<file path="src/rtl/ctrl_pkg.sv">
// Shared types, opcode/ALU encodings and opcode classification for the
// hardwired control sequencer.
package ctrl_pkg;

  localparam int OPC_W = 5;
  localparam int ALU_W = 5;

  typedef logic [OPC_W-1:0] opc_t;
  typedef logic [ALU_W-1:0] alu_t;

  typedef enum logic [3:0] {
    S_RESET,
    S_T0,
    S_T1,
    S_T2,
    S_T3,
    S_T4,
    S_T5,
    S_T6,
    S_HALTED
  } state_t;

  localparam opc_t OP_ADD  = 5'b00011;
  localparam opc_t OP_SUB  = 5'b00100;
  localparam opc_t OP_SHR  = 5'b00101;
  localparam opc_t OP_SHL  = 5'b00110;
  localparam opc_t OP_ROR  = 5'b00111;
  localparam opc_t OP_ROL  = 5'b01000;
  localparam opc_t OP_NOT  = 5'b01001;
  localparam opc_t OP_NEG  = 5'b01010;
  localparam opc_t OP_AND  = 5'b01011;
  localparam opc_t OP_OR   = 5'b01100;
  localparam opc_t OP_MUL  = 5'b01101;
  localparam opc_t OP_DIV  = 5'b01110;
  localparam opc_t OP_NOP  = 5'b11010;
  localparam opc_t OP_HALT = 5'b11011;

  // ALU codes mirror the opcode except NOT, whose ALU encoding is relocated.
  localparam alu_t ALU_NONE = 5'b00000;
  localparam alu_t ALU_NOT  = 5'b10001;

  function automatic logic is_binary(input opc_t opc);
    logic r;
    case (opc)
      OP_ADD, OP_SUB, OP_AND, OP_OR, OP_SHR, OP_SHL,
      OP_ROR, OP_ROL, OP_MUL, OP_DIV: r = 1'b1;
      default:                        r = 1'b0;
    endcase
    return r;
  endfunction

  function automatic logic is_unary(input opc_t opc);
    return (opc == OP_NOT) || (opc == OP_NEG);
  endfunction

  function automatic logic is_muldiv(input opc_t opc);
    return (opc == OP_MUL) || (opc == OP_DIV);
  endfunction

  function automatic alu_t alu_lookup(input opc_t opc);
    alu_t r;
    if (opc == OP_NOT)
      r = ALU_NOT;
    else if (is_binary(opc) || is_unary(opc))
      r = alu_t'(opc);
    else
      r = ALU_NONE;
    return r;
  endfunction

endpackage

</file>
<file path="src/rtl/control_sequencer_if.sv">
// Datapath-facing bundle of the control sequencer: IR/handshake inputs and
// all per-step bus drivers, register enables and register-field selects.
interface control_sequencer_if;

  logic [31:0]               IR;
  logic                      mem_ready;
  logic                      Stop;

  logic                      PCout, Zlowout, ZHighout, MDRout;
  logic                      MARin, PCin, MDRin, IRin, Yin, ZLowIn, ZHighIn, HIin, LOin;
  logic                      IncPC, Read;
  logic                      Gra, Grb, Grc, Rin, Rout;
  logic [ctrl_pkg::ALU_W-1:0] ALUop;
  logic                      Run;
  logic                      illegal_op;

  modport master (
    input  IR, mem_ready, Stop,
    output PCout, Zlowout, ZHighout, MDRout,
    output MARin, PCin, MDRin, IRin, Yin, ZLowIn, ZHighIn, HIin, LOin,
    output IncPC, Read, Gra, Grb, Grc, Rin, Rout, ALUop, Run, illegal_op
  );

  modport slave (
    output IR, mem_ready, Stop,
    input  PCout, Zlowout, ZHighout, MDRout,
    input  MARin, PCin, MDRin, IRin, Yin, ZLowIn, ZHighIn, HIin, LOin,
    input  IncPC, Read, Gra, Grb, Grc, Rin, Rout, ALUop, Run, illegal_op
  );

endinterface

</file>
<file path="src/rtl/ctrl_decode.sv">
// Combinational opcode classifier and ALU-code lookup for the sequencer.
module ctrl_decode
  import ctrl_pkg::*;
(
  input  opc_t opcode,
  output logic binary,
  output logic unary,
  output logic muldiv,
  output logic halt,
  output logic known,
  output alu_t alu_op
);

  always_comb begin
    binary = is_binary(opcode);
    unary  = is_unary(opcode);
    muldiv = is_muldiv(opcode);
    halt   = (opcode == OP_HALT);
    known  = is_binary(opcode) | is_unary(opcode) |
             (opcode == OP_HALT) | (opcode == OP_NOP);
    alu_op = alu_lookup(opcode);
  end

endmodule

</file>
<file path="src/rtl/control_sequencer.sv">
// Hardwired fetch/execute control unit for the register-register ALU subset.
// Build option: CTRL_ILLEGAL_TRAP_EN makes unknown opcodes flag illegal_op and halt.
//
// state   | meaning
// RESET   | after Clear; all outputs 0
// T0      | PC to MAR, increment PC into Z
// T1      | memory read; PC updated on first cycle, wait for mem_ready
// T2      | MDR to IR
// T3      | first execute step (operand B or unary op), decode dispatch
// T4      | binary op with operand C into Z
// T5      | Z low to Ra (or LO for MUL/DIV)
// T6      | Z high to HI (MUL/DIV only)
// HALTED  | stopped until Clear
module control_sequencer
  import ctrl_pkg::*;
(
  input logic                 Clock,
  input logic                 Clear,
  control_sequencer_if.master bus
);

`ifdef CTRL_ILLEGAL_TRAP_EN
  localparam state_t UNKNOWN_NEXT = S_HALTED;
`else
  localparam state_t UNKNOWN_NEXT = S_T0;
`endif

  state_t state;
  logic   t1_first;

  opc_t   opcode;
  logic   op_binary, op_unary, op_muldiv, op_halt, op_known;
  alu_t   op_alu;
  logic   unused_ir;

  assign opcode    = bus.IR[31 -: OPC_W];
  assign unused_ir = ^bus.IR[31-OPC_W:0];

  ctrl_decode u_decode (
    .opcode (opcode),
    .binary (op_binary),
    .unary  (op_unary),
    .muldiv (op_muldiv),
    .halt   (op_halt),
    .known  (op_known),
    .alu_op (op_alu)
  );

  // t1_first marks the entry cycle of T1 so the PC is written exactly once
  // however long memory stalls.
  always_ff @(posedge Clock) begin
    if (Clear) begin
      state    <= S_RESET;
      t1_first <= 1'b0;
    end else begin
      t1_first <= 1'b0;
      case (state)
        S_RESET: state <= S_T0;
        S_T0: begin
          if (bus.Stop) begin
            state <= S_HALTED;
          end else begin
            state    <= S_T1;
            t1_first <= 1'b1;
          end
        end
        S_T1: if (bus.mem_ready) state <= S_T2;
        S_T2: state <= S_T3;
        S_T3: begin
          if (op_binary)      state <= S_T4;
          else if (op_unary)  state <= S_T5;
          else if (op_halt)   state <= S_HALTED;
          else if (!op_known) state <= UNKNOWN_NEXT;
          else                state <= S_T0;
        end
        S_T4:     state <= S_T5;
        S_T5:     state <= op_muldiv ? S_T6 : S_T0;
        S_T6:     state <= S_T0;
        S_HALTED: state <= S_HALTED;
        default:  state <= S_RESET;
      endcase
    end
  end

  always_comb begin
    bus.PCout      = 1'b0;
    bus.Zlowout    = 1'b0;
    bus.ZHighout   = 1'b0;
    bus.MDRout     = 1'b0;
    bus.MARin      = 1'b0;
    bus.PCin       = 1'b0;
    bus.MDRin      = 1'b0;
    bus.IRin       = 1'b0;
    bus.Yin        = 1'b0;
    bus.ZLowIn     = 1'b0;
    bus.ZHighIn    = 1'b0;
    bus.HIin       = 1'b0;
    bus.LOin       = 1'b0;
    bus.IncPC      = 1'b0;
    bus.Read       = 1'b0;
    bus.Gra        = 1'b0;
    bus.Grb        = 1'b0;
    bus.Grc        = 1'b0;
    bus.Rin        = 1'b0;
    bus.Rout       = 1'b0;
    bus.ALUop      = ALU_NONE;
    bus.Run        = (state != S_RESET) && (state != S_HALTED);
    bus.illegal_op = 1'b0;

    case (state)
      S_T0: begin
        bus.PCout  = 1'b1;
        bus.MARin  = 1'b1;
        bus.IncPC  = 1'b1;
        bus.ZLowIn = 1'b1;
      end
      S_T1: begin
        bus.Read    = 1'b1;
        bus.MDRin   = 1'b1;
        bus.Zlowout = t1_first;
        bus.PCin    = t1_first;
      end
      S_T2: begin
        bus.MDRout = 1'b1;
        bus.IRin   = 1'b1;
      end
      S_T3: begin
        if (op_binary) begin
          bus.Grb  = 1'b1;
          bus.Rout = 1'b1;
          bus.Yin  = 1'b1;
        end else if (op_unary) begin
          bus.Grb    = 1'b1;
          bus.Rout   = 1'b1;
          bus.ZLowIn = 1'b1;
          bus.ALUop  = op_alu;
        end
`ifdef CTRL_ILLEGAL_TRAP_EN
        bus.illegal_op = !op_known;
`endif
      end
      S_T4: begin
        bus.Grc     = 1'b1;
        bus.Rout    = 1'b1;
        bus.ZLowIn  = 1'b1;
        bus.ZHighIn = op_muldiv;
        bus.ALUop   = op_alu;
      end
      S_T5: begin
        bus.Zlowout = 1'b1;
        if (op_muldiv) begin
          bus.LOin = 1'b1;
        end else begin
          bus.Gra = 1'b1;
          bus.Rin = 1'b1;
        end
      end
      S_T6: begin
        bus.ZHighout = 1'b1;
        bus.HIin     = 1'b1;
      end
      default: ;
    endcase
  end

endmodule

</file>
<file path="src/flat_wrapper.sv">
// flat-port wrapper written by rule: the top's interface ports become plain ports
module control_sequencer_flat import ctrl_pkg::*;
  (Clock, Clear, bus_IR, bus_mem_ready, bus_Stop, bus_PCout, bus_Zlowout, bus_ZHighout, bus_MDRout, bus_MARin, bus_PCin, bus_MDRin, bus_IRin, bus_Yin, bus_ZLowIn, bus_ZHighIn, bus_HIin, bus_LOin, bus_IncPC, bus_Read, bus_Gra, bus_Grb, bus_Grc, bus_Rin, bus_Rout, bus_ALUop, bus_Run, bus_illegal_op);
  control_sequencer_if bus_i ();
  input logic Clock;
  input logic Clear;
  input wire logic [$bits(bus_i.IR)-1:0] bus_IR;
  input wire logic [$bits(bus_i.mem_ready)-1:0] bus_mem_ready;
  input wire logic [$bits(bus_i.Stop)-1:0] bus_Stop;
  output wire logic [$bits(bus_i.PCout)-1:0] bus_PCout;
  output wire logic [$bits(bus_i.Zlowout)-1:0] bus_Zlowout;
  output wire logic [$bits(bus_i.ZHighout)-1:0] bus_ZHighout;
  output wire logic [$bits(bus_i.MDRout)-1:0] bus_MDRout;
  output wire logic [$bits(bus_i.MARin)-1:0] bus_MARin;
  output wire logic [$bits(bus_i.PCin)-1:0] bus_PCin;
  output wire logic [$bits(bus_i.MDRin)-1:0] bus_MDRin;
  output wire logic [$bits(bus_i.IRin)-1:0] bus_IRin;
  output wire logic [$bits(bus_i.Yin)-1:0] bus_Yin;
  output wire logic [$bits(bus_i.ZLowIn)-1:0] bus_ZLowIn;
  output wire logic [$bits(bus_i.ZHighIn)-1:0] bus_ZHighIn;
  output wire logic [$bits(bus_i.HIin)-1:0] bus_HIin;
  output wire logic [$bits(bus_i.LOin)-1:0] bus_LOin;
  output wire logic [$bits(bus_i.IncPC)-1:0] bus_IncPC;
  output wire logic [$bits(bus_i.Read)-1:0] bus_Read;
  output wire logic [$bits(bus_i.Gra)-1:0] bus_Gra;
  output wire logic [$bits(bus_i.Grb)-1:0] bus_Grb;
  output wire logic [$bits(bus_i.Grc)-1:0] bus_Grc;
  output wire logic [$bits(bus_i.Rin)-1:0] bus_Rin;
  output wire logic [$bits(bus_i.Rout)-1:0] bus_Rout;
  output wire logic [$bits(bus_i.ALUop)-1:0] bus_ALUop;
  output wire logic [$bits(bus_i.Run)-1:0] bus_Run;
  output wire logic [$bits(bus_i.illegal_op)-1:0] bus_illegal_op;
  assign bus_i.IR = bus_IR;
  assign bus_i.mem_ready = bus_mem_ready;
  assign bus_i.Stop = bus_Stop;
  assign bus_PCout = bus_i.PCout;
  assign bus_Zlowout = bus_i.Zlowout;
  assign bus_ZHighout = bus_i.ZHighout;
  assign bus_MDRout = bus_i.MDRout;
  assign bus_MARin = bus_i.MARin;
  assign bus_PCin = bus_i.PCin;
  assign bus_MDRin = bus_i.MDRin;
  assign bus_IRin = bus_i.IRin;
  assign bus_Yin = bus_i.Yin;
  assign bus_ZLowIn = bus_i.ZLowIn;
  assign bus_ZHighIn = bus_i.ZHighIn;
  assign bus_HIin = bus_i.HIin;
  assign bus_LOin = bus_i.LOin;
  assign bus_IncPC = bus_i.IncPC;
  assign bus_Read = bus_i.Read;
  assign bus_Gra = bus_i.Gra;
  assign bus_Grb = bus_i.Grb;
  assign bus_Grc = bus_i.Grc;
  assign bus_Rin = bus_i.Rin;
  assign bus_Rout = bus_i.Rout;
  assign bus_ALUop = bus_i.ALUop;
  assign bus_Run = bus_i.Run;
  assign bus_illegal_op = bus_i.illegal_op;
  control_sequencer u_core (.Clock(Clock), .Clear(Clear), .bus(bus_i));
endmodule
</file>
<file path="config.mk">
export PLATFORM = sky130hd
export DESIGN_NAME = control_sequencer_flat
export DESIGN_NICKNAME = d
export VERILOG_FILES = /design/src/rtl/ctrl_pkg.sv /design/src/rtl/control_sequencer_if.sv /design/src/rtl/ctrl_decode.sv /design/src/rtl/control_sequencer.sv /design/src/flat_wrapper.sv
export SDC_FILE = /design/constraint.sdc
export NUM_CORES = 1
export LEC_CHECK = 0
export ABC_AREA = 1
export CORE_MARGIN = 1
export CORE_UTILIZATION = 30
export CTS_BUF_LIST = sky130_fd_sc_hd__clkbuf_8
export CTS_CLUSTER_DIAMETER = 30
export DETAILED_ROUTE_END_ITERATION = 8
export PLACE_DENSITY_LB_ADDON = 0.12
export RECOVER_POWER = 100
export SLEW_MARGIN = 10
export SYNTH_ARGS = -nofsm -noshare
export SYNTH_HDL_FRONTEND = slang
export SYNTH_SLANG_ARGS = --single-unit
</file>
<file path="constraint.sdc">
create_clock -name Clock -period 2.63 [get_ports Clock]
set_input_delay 0.789 -clock Clock [delete_from_list [all_inputs] [get_ports Clock]]
set_output_delay 0.789 -clock Clock [all_outputs]
set_load 0.01 [all_outputs]
</file>
Yosys cells after proc, flatten, opt, wreduce, memory -nomap -nowiden
Memory sizes are Yosys's and may differ from the RTL's.
Cells that the tools add are included.
{"block": "totals", "inputBits": 36, "memories": 2, "rom_bits": 32, "ff_bits": 5}
{"block": "op_classes", "eq_ne": 15, "n_bitwise": 1, "n_reduce_logical": 9, "muxes": 36}
{"name": "(no name shown)", "depth": 16, "word_bits": 1, "read_ports": 1, "rd_clocked_by_memory_dff": 0, "wr": 0, "line_no": "ctrl_pkg.sv:44", "rtl": "case (opc)"}
{"name": "(no name shown)", "depth": 16, "word_bits": 1, "read_ports": 1, "rd_clocked_by_memory_dff": 0, "wr": 0, "line_no": "ctrl_pkg.sv:44"}
{"operator": "4-bit one-hot mux with 8 select lines", "n": 1}
{"operator": "1-bit 2-to-1 mux", "n": 21}
{"operator": "5-bit by 4-bit equality test with 1-bit output (second input constant)", "n": 4}
{"operator": "4-bit 2-to-1 mux", "n": 5}
{"operator": "5-bit 2-to-1 mux", "n": 4}
{"operator": "4-bit by 3-bit equality test with 1-bit output (second input constant)", "n": 4}
{"operator": "5-bit one-hot mux with 2 select lines", "n": 1}
{"operator": "4-bit by 2-bit equality test with 1-bit output (second input constant)", "n": 2}
{"operator": "1-bit one-hot mux with 2 select lines", "n": 3}
{"operator": "2-bit OR reduction", "n": 3}
{"operator": "5-bit equality test (second input constant)", "n": 1}
{"operator": "4-bit by 1-bit equality test with 1-bit output (second input constant)", "n": 1}
{"operator": "4-bit equality test (second input constant)", "n": 1}
{"operator": "4-bit logical NOT", "n": 1}
{"operator": "4-bit != test (second input constant)", "n": 1}
{"operator": "4-bit nonzero test", "n": 1}
{"operator": "1-bit logical OR", "n": 3}
{"operator": "3-bit 2-to-1 mux", "n": 1}
{"operator": "2-bit != test (second input constant)", "n": 1}
{"operator": "1-bit logical AND", "n": 1}
{"operator": "1-bit inverter", "n": 1}

Longest topological paths before layout
Gate-level depths: netlist of run 1.
An unclocked memory read counts as a cell.
{"block": "depth", "word_depth": 9, "ltp_mapped": 10, "mapped_depth_nobuf": 10}

Hierarchy
From an unflattened synthesis of run 1, not the netlist that was laid out.
{"block": "unflattened", "cells_unflattened": 128, "area_unflattened_um2": 698.2}
{"module": "control_sequencer", "area_each_um2": 484.2, "instances": 1, "cells_each": 89}
{"module": "ctrl_decode", "area_each_um2": 214.0, "instances": 1, "cells_each": 39}

Worst setup path before layout of run 1
No wires, ideal clock.
{"block": "synth_timing", "kind": "input -> output", "startpoint": "in bus_IR[27]", "endpoint": "out bus_ALUop[1]", "path_buffers": 0, "setup_slack_ns": 0.125, "stages": 8, "arrival_ns": 1.716, "path_cell_list": "inv_1 > ha_1 > inv_1 > nand3_1 > nand2_1 > o21ai_2 > nand3_1 > a21oi_1"}
{"block": "synth_via", "elab_chain_cells": 9}
{"element": "from (decl)", "line_no": "flat_wrapper.sv:7", "rtl": "input wire logic [$bits(bus_i.IR)-1:0] bus_IR;"}
{"element": "memory 16 x 1 bit"}
{"element": "1-bit 2-to-1 mux", "line_no": "ctrl_pkg.sv:44"}
{"element": "1-bit 2-to-1 mux", "line_no": "ctrl_pkg.sv:62", "rtl": "if (opc == OP_NOT)"}
{"element": "1-bit logical OR", "line_no": "ctrl_pkg.sv:64", "rtl": "else if (is_binary(opc) || is_unary(opc))"}
{"element": "5-bit 2-to-1 mux", "line_no": "ctrl_pkg.sv:64"}
{"element": "5-bit 2-to-1 mux", "line_no": "ctrl_pkg.sv:62"}
{"element": "5-bit 2-to-1 mux", "line_no": "control_sequencer.sv:132", "rtl": "end else if (op_unary) begin"}
{"element": "5-bit 2-to-1 mux", "line_no": "control_sequencer.sv:128", "rtl": "if (op_binary) begin"}
{"element": "5-bit one-hot mux with 2 select lines (*)", "line_no": "control_sequencer.sv:110", "rtl": "case (state)"}
{"element": "to (decl)", "line_no": "flat_wrapper.sv:30", "rtl": "output wire logic [$bits(bus_i.ALUop)-1:0] bus_ALUop;"}
Every way passes the cells marked *; elsewhere a longest branch is shown, timed or not. The select of a mux whose other input is x is not followed.

Worst setup path after layout of run 1
{"block": "layout_timing", "startpoint": "in bus_IR[27]", "endpoint": "out bus_ALUop[3]"}
The elaborated chain is that of the path after synthesis.

==> results of run 1 <==
[worst register-to-register path: cells and delay by family (launching register included)]
family	cells	cell delay [ns]
and+or+nand+nor	3	0.45
DFF	1	0.34
AOI/OAI and AO/OA	1	0.15
buffers and inverters	3	0.38
[layer usage]
metal  GRT usage  routed length [µm]  up-vias  part of all wire
li1            -                   -      450                 -
met1      0.2367                 951      400              0.43
met2      0.2946                1123       30              0.51
met3     0.05283                 101        2             0.046
met4     0.04444                  15        0            0.0068
met5           0                   0        -                 0
[cell families after synthesis]
logic type	Yosys count
AND/OR/NAND/NOR	60
AO/OA/AOI/OAI	11
buffers and inverters	32
flip-flops	5
other	1
adder cells (fa/ha/maj)	4
[path summary, 6_finish.rpt]
check | startpoint | end | slack, ns | cells past startpoint
worst min-delay path | u_core.state[3]$_SDFFE_PP0P_ | u_core.state[0]$_SDFFE_PP0P_ | 0.64 | 3
worst max-delay path | bus_IR[27] | bus_ALUop[3] | -0.13 | 11
worst min register to register | u_core.state[3]$_SDFFE_PP0P_ | u_core.state[0]$_SDFFE_PP0P_ | 0.64 | 3
worst max register to register | u_core.state[0]$_SDFFE_PP0P_ | u_core.state[1]$_SDFFE_PP0P_ | 1.25 | 7
[metrics by stage]
stage,utilization,worst slack [ns],instances
6_report,0.6692,-0.1340,193
3_3_place_gp,0.5290,-0.9370,179
4_1_cts,0.6174,-0.1086,189
3_5_place_dp,0.5290,-0.9856,179
5_1_grt,0.6692,-0.1947,193
2_1_floorplan,-,0.1251,113
[flip-flops by register name, summed over array words and instances, names as in the netlist]
name	cells
u_core.state	4
u_core.t1_first	1
[power by group through the flow]
stage | clock [mW] | combinational [mW] | sequential, mW
after global routing | 0.152 | 0.243 | 0.0966
after floorplan | 0 | 0.103 | 0.0939
after CTS | 0.148 | 0.203 | 0.0949
after global placement | 0 | 0.179 | 0.0959
after detailed placement | 0 | 0.179 | 0.0961
final | 0.144 | 0.223 | 0.0957
[placed cells by master (no fill, tap or decap), drive strengths merged]
| master | synthesis | layout |
|---|---|---|
| clkbuf | 0 | 3 |
| buf | 7 | 36 |
| a21oi | 7 | 7 |
| clkdlybuf4s18 | 0 | 1 |
| clkdlybuf4s15 | 0 | 2 |
| dlygate4sd3 | 0 | 1 |
| conb | 1 | 1 |
| nor2 | 19 | 19 |
| ha | 4 | 4 |
| nand3 | 15 | 15 |
| dlygate4sd2 | 0 | 1 |
| nor4 | 1 | 1 |
| dfxtp | 5 | 5 |
| nor3 | 3 | 3 |
| clkdlybuf4s50 | 0 | 15 |
| o21ai | 4 | 4 |
| inv | 25 | 25 |
| clkinv | 0 | 1 |
| nand2 | 22 | 22 |
[final cells by class]
type | count | area (µm²)
Multi-Input combinational cell | 76 | 549.3
Tap cell | 27 | 33.78
Fill cell | 156 | 655.6
Clock inverter | 1 | 5.005
Sequential cell | 5 | 100.1
Timing Repair Buffer | 56 | 500.5
Inverter | 25 | 96.34
Clock buffer | 3 | 41.29
[timing repair]
item                       4_1_cts  5_1_grt
hold buffers                     0        0
gates resized for setup        104       21
setup buffers                    6        4
setup endpoints to repair       13       15
pin swaps                        7        5
gates cloned                     0        0
==> results by group, run 1 <==
Timing
  – Maximum operating frequency: 0.3618 GHz
  – Final Max Slew Viols: 0
  – Final WS setup: -0.1340 ns
  – Crit path time final: 2.764 ns
  – Worst Clk Skew: 0.0009011 ns
  – Final TNS setup: -0.6429 ns
  – Tcrit/Tclk final: 1.051
  – Final hold slack: 0.6352 ns
  – # setup viols final: 7
  – RSZ-0062 raised after global routing: yes
  – Final Hold Viols: 0

Global routing
  – First-pass GRT wire length: slightly below 3 mm
  – Largest net degree at the start of global routing: 11
  – Gr usage total: 0.1821
  – Initial antenna violation count: 0
  – Vias in the first global route: 697
  – Total gr overflow: 0

Drt
  – WL final: 2.191 mm
  – DR vias/cell: 4.570
  – Pre-Repair DR Iteration Count: 4
  – Routed Antenna Nets: 0
  – Vias post-DR: 882
  – Wire length per cell: 11.35 µm
  – Iter 0 DRT Violations: 13
  – Detailed-route DRC error count: 0

Synth
  – Top-count cell post-synth: inv_1
  – Largest family of logic cells by synthesized area: simple AND/OR/NAND/NOR gates
  – Yosys cell types: 18
  – Yosys warns: 0
  – Async SR Flop Fraction: 0
  – Area of the mapped netlist: 636.9 µm²
  – #FFs+latches synth: 5
  – Post-synthesis mux area share: 0
  – Post-synthesis adder-cell area fraction: 0.07859
  – Commonest cells in the netlist: 24 x inv_1, 20 x nand2_1, 16 x nor2_1
  – Synth area leaders: dfxtp_1 16%, inv_1 14%, nand2_1 12%
  – Compound-Gate Fraction of Synth Area: 0.09234
  – Sequential area share after synthesis: 0.1572
  – Syn nets: 153
  – Most common flop cell mapped by yosys: dfxtp_1
  – Mapped Avg Cell Area: 5.636 µm²
  – Synth Instances: 113
  – Top cell type's share of synthesized area: 0.1572
  – Synth Area in Simple Gates: 0.4361
  – Post-synth EDFFs: 0
  – XOR/XNOR Fraction of Synth Area: 0
  – Cell taking the most area after synthesis: dfxtp_1

Pwr
  – Internal: just under 0.3 mW
  – Comb pwr share: 0.482
  – Total power draw: between 0.4 and 0.5 mW
  – Sequential Power Share: 0.207
  – Sw frac: 0.3616
  – Net Switching: 0.1674 mW
  – Worst VDD drop: 401.2 µV
  – Pwr dens: 349.0 mW/mm²
  – Clk network pwr share: 0.311
  – Leak pwr: 0.6464 nW

Clocking
  – Root Driver: clkbuf_8
  – Clk slew on worst S/H paths: 0.04 ns
  – H-tree Lvls: 1
  – CTS Buffer Depth: 2
  – CTS tree: yes
  – Clock latency on the worst-skew pair: 0.22 ns
  – Num CTS Buffers: 3
  – Clk sink count: 5

Layout
  – Post-layout nets: slightly above 200
  – Area Overhead vs Synth: 108.3%
  – Non-Filler Cell Area, Final: 0.001326 mm²
  – ANT cells: 0
  – Share of layout cells above drive strength 1: 0.4940

Critical path
  – Worst path slowest cell: ha_4
  – Critical path peak fanout: 4
  – Crit-path cells: buf_8 > inv_4 > ha_4 > inv_2 > nand3_4 > nand2_4 > o21ai_4 > buf_6 > nand3_2 > a21oi_2 > buf_2
  – Arrival @ worst endpoint: a little under 2 ns
  – Max stage delay on crit path: 0.25 ns
  – Crit Path Class: in2out
  – Bufs and invs on worst path: 5
  – Cell family with most CP delay: buffers and inverters
  – Required @ worst endpoint: 1.84 ns
  – Worst setup SP type: primary input
  – CP endpoint kind: output pin

Floorplanning
  – Core footprint: slightly below 0.002 mm²
  – Starting density of the core: 0.3213
  – Die Span Y: 48.08 µm
  – Die footprint: 0.002311 mm²
  – Std-Cell Rows: 16
  – I/O pin cnt: 63
  – Die W: 48.08 µm

Min path
  – Hold Crit Class: reg2reg

Outcome
  – Outcome: finished, violations left
  – Failing checks: setup timing

Place
  – # port buffers: 34
  – Post-DP HPWL: around 1.4 mm
  – Post-Place Cell Area: 0.001049 mm²
  – GPL Wtd Cong: 0.8340

Flow run
  – Max-Cap Viols: 0
Power figures use the tool's default switching activity.
==> inputs of run 2 (changes only) <==
--- a/config.mk
+++ b/config.mk
@@ -9,7 +9,7 @@
 export CORE_MARGIN = 1
 export CORE_UTILIZATION = 30
 export CTS_BUF_LIST = sky130_fd_sc_hd__clkbuf_8
-export CTS_CLUSTER_DIAMETER = 30
+export CTS_CLUSTER_DIAMETER = 120
 export DETAILED_ROUTE_END_ITERATION = 8
 export PLACE_DENSITY_LB_ADDON = 0.12
 export RECOVER_POWER = 100
==> results of run 2 <==
No change in the layout: final DEF, timing and power equal those of run 1.
